`src/rtl/frac_clk_gen.sv`:
```
// Fractional-N clock-enable generator: a phase accumulator produces a tick
// strobe and a ~50% clock_out at clock_in * inc / 2^ACC_W. The increment is
// reloaded at runtime through a valid/ready handshake. A lock monitor counts
// ticks after each reload, and a reset sequencer releases downstream logic a
// fixed number of cycles after lock.
module frac_clk_gen #(
  parameter int ACC_W       = 16,
  parameter int INC_DEFAULT = 16384,
  parameter int LOCK_CYCLES = 16,
  parameter int RST_HOLD    = 8
) (
  input  logic             clock_in,
  input  logic             reset,
  input  logic             enable,
  input  logic [ACC_W-1:0] inc_in,
  input  logic             inc_valid,
  output logic             inc_ready,
  output logic             tick,
  output logic             clock_out,
  output logic             locked,
  output logic             reset_out
);

  localparam int LOCK_W = $clog2(LOCK_CYCLES + 1);
  localparam int HOLD_W = $clog2(RST_HOLD + 1);
  localparam logic [ACC_W-1:0] INC_RST = ACC_W'(INC_DEFAULT);

  typedef enum logic [1:0] {
    ST_SETTLE,
    ST_LOCKED,
    ST_APPLY,
    ST_STOPPED
  } state_t;

  state_t             state, state_next;
  logic [ACC_W-1:0]   acc, acc_next;
  logic [ACC_W-1:0]   inc, inc_next;
  logic [LOCK_W-1:0]  lock_cnt, lock_cnt_next;
  logic [HOLD_W-1:0]  hold_cnt, hold_cnt_next;
  logic               tick_next, clock_out_next, locked_next, reset_out_next;
  logic [ACC_W:0]     acc_sum;
  logic               carry;
  logic               accept;

  // The block refuses new ratios while a reload is being applied or while
  // it is itself held in reset.
  assign inc_ready = (state != ST_APPLY) && !reset;
  assign accept    = inc_valid && inc_ready;
  assign acc_sum   = {1'b0, acc} + {1'b0, inc};
  assign carry     = acc_sum[ACC_W];

  // Next-state and datapath update; an accepted reload overrides any
  // same-cycle carry, and a disabled accumulator freezes but never ticks.
  always_comb begin
    state_next     = state;
    acc_next       = acc;
    inc_next       = inc;
    lock_cnt_next  = lock_cnt;
    hold_cnt_next  = hold_cnt;
    tick_next      = 1'b0;
    clock_out_next = clock_out;
    locked_next    = locked;
    reset_out_next = reset_out;

    if (accept) begin
      inc_next       = inc_in;
      acc_next       = '0;
      lock_cnt_next  = '0;
      hold_cnt_next  = '0;
      clock_out_next = 1'b0;
      locked_next    = 1'b0;
      reset_out_next = 1'b1;
      state_next     = ST_APPLY;
    end else begin
      case (state)
        ST_APPLY: begin
          state_next = (inc != '0) ? ST_SETTLE : ST_STOPPED;
        end
        ST_SETTLE: begin
          if (enable) begin
            acc_next       = acc_sum[ACC_W-1:0];
            tick_next      = carry;
            clock_out_next = acc_sum[ACC_W-1];
            if (carry) begin
              lock_cnt_next = lock_cnt + LOCK_W'(1);
              if (lock_cnt == LOCK_W'(LOCK_CYCLES - 1)) begin
                locked_next = 1'b1;
                state_next  = ST_LOCKED;
              end
            end
          end
        end
        ST_LOCKED: begin
          if (hold_cnt != HOLD_W'(RST_HOLD)) begin
            hold_cnt_next = hold_cnt + HOLD_W'(1);
          end
          if (hold_cnt == HOLD_W'(RST_HOLD - 1)) begin
            reset_out_next = 1'b0;
          end
          if (enable) begin
            acc_next       = acc_sum[ACC_W-1:0];
            tick_next      = carry;
            clock_out_next = acc_sum[ACC_W-1];
          end
        end
        default: begin
          clock_out_next = 1'b0;
          locked_next    = 1'b0;
          reset_out_next = 1'b1;
        end
      endcase
    end
  end

  // State and datapath registers with synchronous reset to the default ratio.
  always_ff @(posedge clock_in) begin
    if (reset) begin
      state     <= (INC_RST == '0) ? ST_STOPPED : ST_SETTLE;
      acc       <= '0;
      inc       <= INC_RST;
      lock_cnt  <= '0;
      hold_cnt  <= '0;
      tick      <= 1'b0;
      clock_out <= 1'b0;
      locked    <= 1'b0;
      reset_out <= 1'b1;
    end else begin
      state     <= state_next;
      acc       <= acc_next;
      inc       <= inc_next;
      lock_cnt  <= lock_cnt_next;
      hold_cnt  <= hold_cnt_next;
      tick      <= tick_next;
      clock_out <= clock_out_next;
      locked    <= locked_next;
      reset_out <= reset_out_next;
    end
  end

endmodule
```
`config.mk`:
```
export PLATFORM = sky130hd
export DESIGN_NAME = frac_clk_gen
export DESIGN_NICKNAME = d
export VERILOG_FILES = /design/src/rtl/frac_clk_gen.sv
export SDC_FILE = /design/constraint.sdc
export NUM_CORES = 1
export LEC_CHECK = 0
export ABC_AREA = 1
export BUFFER_PORTS_ARGS = -buffer_cell sky130_fd_sc_hd__clkbuf_2
export CAP_MARGIN = 20
export CORE_MARGIN = 1
export CORE_UTILIZATION = 60
export CTS_CLUSTER_DIAMETER = 40
export DETAILED_ROUTE_END_ITERATION = 8
export GPL_TIMING_DRIVEN = 0
export PLACE_DENSITY = 0.89
export SETUP_SLACK_MARGIN = 0.05
export SLEW_MARGIN = 10
export SYNTH_ARGS = -nofsm -noshare
export SYNTH_HDL_FRONTEND = slang
export SYNTH_SLANG_ARGS = --single-unit
```
`constraint.sdc`:
```
create_clock -name clock_in -period 2.73 [get_ports clock_in]
set_input_delay 0 -clock clock_in [delete_from_list [all_inputs] [get_ports clock_in]]
set_output_delay 0 -clock clock_in [all_outputs]
set_load 0.01 [all_outputs]
```
== Yosys cells after proc, flatten, opt, wreduce, memory -nomap -nowiden ==
Index checks and enable logic that the tools add are counted.

* Add/sub/neg operators: 3
* Multipliers: 0
* Divide/modulo/power cells: 0
* Magnitude comparators: 0
* Equality and inequality tests: 14
* Shift operators: 0
* Muxes and demuxes: 14
* Bitwise operators: 5
* Reductions and logical operators: 20

{| class="wikitable"
|+ Operators by type and width
! cell !! number
|-
| $add 16x16->17 || 1
|-
| $reduce_bool 16->1 || 1
|-
| $reduce_and 4->1 || 3
|-
| $mux 2 || 5
|-
| $ne 2x2->1 const B || 5
|-
| $ne 3x3->1 const B || 3
|-
| $reduce_and 2->1 || 4
|-
| $reduce_or 2->1 || 4
|-
| $pmux 1 s2 || 3
|-
| $add 5x1->5 const B || 1
|-
| $eq 5x4->1 const B || 1
|-
| $mux 1 || 5
|-
| $not 1->1 || 5
|-
| $add 4x1->4 const B || 1
|-
| $eq 4x3->1 const B || 1
|-
| $ne 4x4->1 const B || 1
|-
| $pmux 2 s2 || 1
|-
| $reduce_or 4->1 || 1
|-
| $reduce_and 3->1 || 1
|-
| $reduce_bool 3->1 || 1
|-
| $eq 2x1->1 const B || 1
|-
| $eq 2x2->1 const B || 1
|-
| $logic_and 1x1->1 || 2
|-
| $logic_not 2->1 || 1
|-
| other kinds (3) || 3
|}

* Register bits after elaboration: 47
* Latch bits: 0
* Memory bits (writable): 0
* ROM bits: 0
* Word-level logic and storage cells: 66
* Memories kept: 0

== Depth between registers and ports, before layout ==
Gate-level depths: netlist (run 1).

* Word-level depth: 6
* Gate-level depth with buffers: 14
* Gate-level depth less buffers: 14

== Worst setup path before layout (run 1) ==
No wires, ideal clock.

* Kind: register to register
* From: register acc[0]
* To: register lock_cnt[0]
* Setup time: 66 ps
* Arrival: 1680 ps
* Required time: 2664 ps
* Setup slack: 984 ps
* Stages on the path, launching flop included: 15
* Buffers on the path: 0
* Cells stage by stage: dfxtp_1 ha_1 inv_1 fa_1 inv_1 nand2_1 nand2_1 nand3_1 nand2_2 nand2_4 nand2_4 nand3_4 inv_2 nand2_1 a21oi_2

* Word-level cells in the longest chain between the ends: 2

{| class="wikitable"
|+ RTL lines
! what !! RTL line !! source
|-
| start: declaration || 36 || <nowiki>logic [ACC_W-1:0] acc, acc_next;</nowiki>
|-
| start signal: assignment || 129 || <nowiki>acc <= acc_next;</nowiki>
|-
| $add 16x16->17 || 49 || <nowiki>assign acc_sum = {1'b0, acc} + {1'b0, inc};</nowiki>
|-
| $reduce_and 3->1 (no line) || n/a ||
|-
| end signal: assignment || 131 || <nowiki>lock_cnt <= lock_cnt_next;</nowiki>
|-
| end: declaration || 38 || <nowiki>logic [LOCK_W-1:0] lock_cnt, lock_cnt_next;</nowiki>
|}

No other way between the ends.
A chain may end at the register's enable or synchronous reset.

== Final worst setup path (run 1) ==
* From: register acc[0]
* To: register lock_cnt[1]

The elaborated chain is that of the path after synthesis.

==> results of run 1 <==
synth_stat cells (all sizes together) (2+ instances only):
cell type and instances:
nand2 112, and2 3, dfxtp 47, nor4 2, clkbuf 2, xnor2 2, o21ai 27, inv 74
xor2 6, nor3 2, o211ai 2, o21bai 2, nand4 7, buf 6, ha 23, or2 4
nor2 44, a211oi 2, a21oi 30, nand3 24
final timing paths:
kind / from / to / slack [ns] / depth (start not counted)
worst max-delay path: acc[0]$_SDFFE_PP0P_ / lock_cnt[1]$_SDFFE_PP0P_ / 0.68 / 14
worst min-delay path: enable / lock_cnt[2]$_SDFFE_PP0P_ / 0.04 / 3
worst max register to register: acc[0]$_SDFFE_PP0P_ / lock_cnt[1]$_SDFFE_PP0P_ / 0.68 / 14
worst min register to register: locked$_SDFFE_PP0P_ / locked$_SDFFE_PP0P_ / 0.47 / 2
layout by cell type, fill, tap and decap left out, drive strengths merged, types with 3 or more instances in the layout:
master       instances
nand4                7
or2                  4
dlygate4sd3         17
ha                  23
buf                  6
nand3               24
clkbuf              32
xor2                 6
nor2                44
a21oi               30
inv                 74
nand2              112
dfxtp               47
o21ai               27
and2                 3
critical path, delay by kind of cell (launching register included):
kind,cells,cell delay (ns)
AO/OA/AOI/OAI,1,0.10
adder cells (fa/ha/maj),2,0.58
buffers and inverters,3,0.22
flip-flops,1,0.34
AND/OR/NAND/NOR,8,0.75
layout make-up:
class	count	share of cell area
buffer	8	0.0168
tap	52	0.0194
sequential	47	0.281
timing repair buffer	41	0.0867
multi-input combinational	295	0.486
clock inverter	2	0.00523
clock buffer	6	0.0217
inverter	74	0.0830
kinds of logic after synthesis:
logic type               count (synthesis)  synth area share
XOR/XNOR                                 8            0.0241
AND/OR/NAND/NOR                        198             0.304
flip-flops                              47             0.324
AO/OA/AOI/OAI                           65             0.126
adder cells (fa/ha/maj)                 24             0.106
buffers and inverters                   82             0.115
registers in the layout, summed over array words and instances, names as in the netlist:
register / flops
locked: 1
inc: 16
hold_cnt: 4
acc: 16
reset_out: 1
tick: 1
state: 2
lock_cnt: 5
clock_out: 1
timing repair:
item,4_1_cts,5_1_grt
hold buffers,17,0
resized for setup,0,0
endpoints found under the hold margin,17,0
power by group through the flow:
stage / Combinational [W] / Clock, W / Sequential, W
floorplan: 0.000258 / 0 / 0.000767
global placement: 0.000327 / 0 / 0.000774
detailed placement: 0.000337 / 0 / 0.000775
CTS: 0.000358 / 0.000435 / 0.000760
global route: 0.000415 / 0.000476 / 0.000766
finish: 0.000366 / 0.000433 / 0.000761
layer usage:
layer,part of all wire,wire [microns]
met1,0.44,2910
met2,0.48,3220
met3,0.053,353
met4,0.027,180
met5,0,0
stage by stage:
step | util | std cells
global route | 0.743 | 525
detailed placement | 0.685 | 500
finish | 0.743 | 525
global placement | 0.685 | 500
CTS | 0.743 | 525
floorplan | - | 424
==> results.sh, run 1 <==
export IMPL_htree_num_levels=2
export IMPL_p_sw_w=0.000502
export IMPL_avgViaCountPerCell=5.26
export IMPL_wirelength_mm=6.66
export IMPL_finalSetupViolations=0
export IMPL_cts_num_sinks=47
export IMPL_area_delta_synth_final_pct=15.4
export IMPL_antenna_found_initial=0
export IMPL_portBuffers=24
export IMPL_syn_area_per_cell_sq_um=6.84
export IMPL_ant_nets=0
export IMPL_area_sequential_sq_um=941
export IMPL_hold_path_class="input port to register"
export IMPL_met3_usage=0.0703
export IMPL_yosys_top_cells_area="dfxtp_1, nand2_1, ha_1"
export IMPL_first_iter_violations=151
export IMPL_final_hold_violation_count=0
export IMPL_drive_gt1_frac=0.121
export IMPL_start_util=0.644
export IMPL_dr_pass1_iters=4
export IMPL_met1_usage=0.335
export IMPL_yosysWarnings=0
export IMPL_grt_start_max_net_pins=16
export IMPL_cts_tree="built"
export IMPL_remaining_drc_errors=0
export IMPL_setup_tns_ns=0
export IMPL_met2_usage=0.512
export IMPL_multiInputGateArea_sq_um=1630
export IMPL_pre_cts_slack_ns=0.745
export IMPL_cts_made_buffers=5
export IMPL_rsz0062_at_grt="false"
export IMPL_num_rows=24
export IMPL_syn_inst=424
export IMPL_die_h_microns=71.5
export IMPL_seqPwrFrac=0.488
export IMPL_die_x_microns=71.5
export IMPL_vias=2761
export IMPL_power_density_nw_per_um2=466
export IMPL_tightestPinTransition_ns=0.441
export IMPL_startpoint_type="register"
export IMPL_grt_pass1_wl_mm=11.6
export IMPL_clk_pin_slew_ns=0.10
export IMPL_dpl_cell_area_sq_um=3090
export IMPL_worst_clock_skew_ns=0.0117
export IMPL_arrival_ns=2.31
export IMPL_ios=25
export IMPL_ys_seq_elements=47
export IMPL_synth_area_leader_cell="dfxtp_1"
export IMPL_crit_required_ns=2.99
export IMPL_finalCriticalPeriod_ns=2.05
export IMPL_grt_busiest_layer="met2"
export IMPL_synth_edf_count=0
export IMPL_dieArea_sq_um=5120
export IMPL_core_region_area_sq_um=4500
export IMPL_synthDistinctLibCells=37
export IMPL_yosysSeqAreaShare=0.324
export IMPL_netlist_area_leader_share=0.324
export IMPL_p_leak_nw=1.74
export IMPL_clockBufferDepth=2
export IMPL_cp_cell_sequence="ha_1, inv_1, fa_1, inv_1, nand2_1, nand2_1, nand3_1, nand2_2, nand2_4, nand2_4, nand3_4, inv_2, nand2_1, a21oi_2"
export IMPL_status="finished, final reports clean"
export IMPL_maxCapViolCount=0
export IMPL_slew_headroom=0.706
export IMPL_internal_power_w=0.00106
export IMPL_critPathMaxFanout=6
export IMPL_cpMostUsedCell="nand2_1"
export IMPL_ir_worst_vdd_mv=0.333
export IMPL_post_route_cell_area_sq_um=3350
export IMPL_period_share=0.752
export IMPL_cts_setup_buffers=0
export IMPL_swShare=0.322
export IMPL_grt_pass1_vias=2679
export IMPL_dp_hpwl_mm=4.82
export IMPL_gr_total_overflow=0
export IMPL_power_share_clock=0.278
export IMPL_fillers=346
export IMPL_power_frac_comb=0.234
export IMPL_grt_usage=0.289
export IMPL_crit_type="register to register"
export IMPL_crit_path_max_incr_delay_ns=0.39
export IMPL_insertion_delay_ns=0.31
export IMPL_synth_fp_nets=468
export IMPL_cts_root_buf="clkbuf_8"
export IMPL_place_congestion=0.892
export IMPL_final_max_slew_viol_count=0
export IMPL_wire_per_inst_microns=12.7
export IMPL_crit_path_end_kind="register"
export IMPL_ys_flop_type="dfxtp_1"
export IMPL_power_w=0.00156
export IMPL_synth_area_sq_um=2900
export IMPL_max_freq_mhz=487
export IMPL_slowest_stage="fa_1"
export IMPL_holdWs_ns=0.0408
export IMPL_layout_setup_ws_ns=0.676
export IMPL_diodes=0
export IMPL_synth_async_reset_ratio=0
export IMPL_nNetsFinal=516
Power figures use the tool's default switching activity.
==> run 2: changes to the inputs <==
--- a/config.mk
+++ b/config.mk
@@ -9,11 +9,11 @@
 export BUFFER_PORTS_ARGS = -buffer_cell sky130_fd_sc_hd__clkbuf_2
 export CAP_MARGIN = 20
 export CORE_MARGIN = 1
-export CORE_UTILIZATION = 60
+export CORE_UTILIZATION = 54
 export CTS_CLUSTER_DIAMETER = 40
 export DETAILED_ROUTE_END_ITERATION = 8
 export GPL_TIMING_DRIVEN = 0
-export PLACE_DENSITY = 0.89
+export PLACE_DENSITY = 0.85
 export SETUP_SLACK_MARGIN = 0.05
 export SLEW_MARGIN = 10
 export SYNTH_ARGS = -nofsm -noshare
==> constraint.sdc (replaced) <==
create_clock -name clock_in -period 1.8 [get_ports clock_in]
set_input_delay 0 -clock clock_in [delete_from_list [all_inputs] [get_ports clock_in]]
set_output_delay 0 -clock clock_in [all_outputs]
set_load 0.01 [all_outputs]
==> results.sh, run 2 (synthesis results as in run 1) <==
export IMPL_setup_tns_ns=-0.216
export IMPL_tightestPinTransition_ns=0.349
export IMPL_portBuffers=24
export IMPL_power_w=0.00253
export IMPL_clockBufferDepth=2
export IMPL_cts_tree="built"
export IMPL_violations="setup timing"
export IMPL_ant_nets=0
export IMPL_crit_required_ns=2.04
export IMPL_critPathMaxFanout=4
export IMPL_first_iter_violations=234
export IMPL_area_sequential_sq_um=953
export IMPL_slew_headroom=0.765
export IMPL_r2r_cells=14
export IMPL_num_rows=26
export IMPL_cpMostUsedCell="nand2_4"
export IMPL_grt_pass1_wl_mm=12.0
export IMPL_nNetsFinal=534
export IMPL_final_common_cell="nand2_1"
export IMPL_grt_start_max_net_pins=15
export IMPL_final_max_slew_viol_count=0
export IMPL_ir_worst_vdd_mv=0.437
export IMPL_insertion_delay_ns=0.31
export IMPL_rsz0062_at_grt="true"
export IMPL_area_delta_synth_final_pct=31.1
export IMPL_wire_per_inst_microns=14.6
export IMPL_grt_pass1_vias=2777
export IMPL_diodes=0
export IMPL_place_congestion=0.918
export IMPL_multiInputGateArea_sq_um=1900
export IMPL_vias=3061
export IMPL_start_util=0.565
export IMPL_period_share=1.03
export IMPL_pre_cts_slack_ns=-0.197
export IMPL_wirelength_mm=8.19
export IMPL_core_region_area_sq_um=5140
export IMPL_finalCriticalPeriod_ns=1.85
export IMPL_clk_pin_slew_ns=0.09
export IMPL_final_hold_violation_count=0
export IMPL_htree_num_levels=2
export IMPL_power_density_nw_per_um2=665
export IMPL_startpoint_type="register"
export IMPL_maxCapViolCount=0
export IMPL_die_h_microns=75.3
export IMPL_cts_num_sinks=47
export IMPL_reg_top3="acc (16), inc (16), lock_cnt (5)"
export IMPL_max_freq_mhz=540
export IMPL_worst_clock_skew_ns=0.00708
export IMPL_hold_path_class="input port to register"
export IMPL_dp_hpwl_mm=5.02
export IMPL_crit_path_max_incr_delay_ns=0.36
export IMPL_slowest_stage="dfxtp_2"
export IMPL_p_leak_nw=1.83
export IMPL_finalSetupViolations=7
export IMPL_die_x_microns=75.3
export IMPL_avgViaCountPerCell=5.46
export IMPL_most_common_layout_cells="nand2_1, inv_1, nor2_1, dfxtp_1, clkbuf_2"
export IMPL_antenna_found_initial=0
export IMPL_ios=25
export IMPL_dieArea_sq_um=5670
export IMPL_crit_path_end_kind="register"
export IMPL_cts_made_buffers=5
export IMPL_crit_type="register to register"
export IMPL_gr_total_overflow=0
export IMPL_status="finished with violations"
export IMPL_remaining_drc_errors=0
export IMPL_layout_setup_ws_ns=-0.0522
export IMPL_grt_usage=0.280
export IMPL_hold_depth=3
export IMPL_cp_cell_sequence="ha_4, inv_2, fa_2, inv_2, nand2_4, nand2_4, nand3_4, nand2_4, nand2_4, nand3_2, nand3_2, nand2_1, nand2_1, nor2_1"
export IMPL_dr_pass1_iters=5
export IMPL_drive_gt1_frac=0.251
export IMPL_fillers=390
export IMPL_arrival_ns=2.09
export IMPL_cts_root_buf="clkbuf_8"
-- run 2: cell types whose count changed in the layout (fill, tap and decap cells not counted), moves of 4 or more --
cell     before  now
a21oi_1      27   21
a21oi_2       2    8
buf_4         1   19
dfxtp_1      47   37
dfxtp_2       0   10
ha_1         23    9
ha_4          0   14
nand2_1     107  101
nand3_1      21   17
-- run 2: stage by stage --
stage | cell area (sq um) | instances | hold WS, ns | util
6_report | 3800 | 561 | 0.0295 | 0.740
5_1_grt | 3800 | 561 | 0.0582 | 0.740
4_1_cts | 3490 | 552 | 0.0243 | 0.678
3_5_place_dp | 3110 | 518 | 0.205 | 0.605
3_3_place_gp | 3110 | 518 | 0.201 | 0.605
2_1_floorplan | 2900 | 424 | 0.0501 | -
-- run 2: timing repair --
action / in CTS / in global routing
hold endpoints to repair: 17 / 0
setup buffers: 9 / 10
endpoints found under the setup margin: 32 / 38
resized for setup: 17 / 49
pin swaps: 8 / 7
hold buffers: 17 / 0
-- run 2: where the power goes --
group	switching, W	total, W	internal [W]
combinational	0.000393	0.000699	0.000307
clock	0.000375	0.000647	0.000272
sequential	0.0000721	0.00118	0.00111
-- run 2: worst paths after layout --
| path | start | slack [ns] | to |
|---|---|---|---|
| setup / recovery | acc[0]$_SDFFE_PP0P_ | -0.05 | state[0]$_SDFFE_PP0P_ |
| hold / removal | enable | 0.03 | lock_cnt[3]$_SDFFE_PP0P_ |
| setup reg to reg | acc[0]$_SDFFE_PP0P_ | -0.05 | state[0]$_SDFFE_PP0P_ |
| hold reg to reg | locked$_SDFFE_PP0P_ | 0.46 | locked$_SDFFE_PP0P_ |
-- run 2: cell type report --
| class | instances | share of cell area |
|---|---|---|
| inverter | 74 | 0.0747 |
| timing repair buffer | 59 | 0.113 |
| buffer | 8 | 0.0171 |
| clock inverter | 2 | 0.00329 |
| tap | 70 | 0.0230 |
| multi-input combinational | 295 | 0.499 |
| clock buffer | 6 | 0.0191 |
| sequential | 47 | 0.251 |
-- run 2: worst max-delay path, delay by kind of cell (launching register included) --
family / cells / cell delay [ns]
simple gates: 10 / 0.81
buf+inv: 2 / 0.12
fa+ha+maj: 2 / 0.48
flops: 1 / 0.36
-- run 2: routing by layer --
metal | vias up | global-route usage | share of wire
met4 | 0 | 0.123 | 0.037
met5 | - | 0 | 0
met3 | 33 | 0.0423 | 0.054
met2 | 124 | 0.485 | 0.50
met1 | 1432 | 0.344 | 0.41
li1 | 1472 | - | -
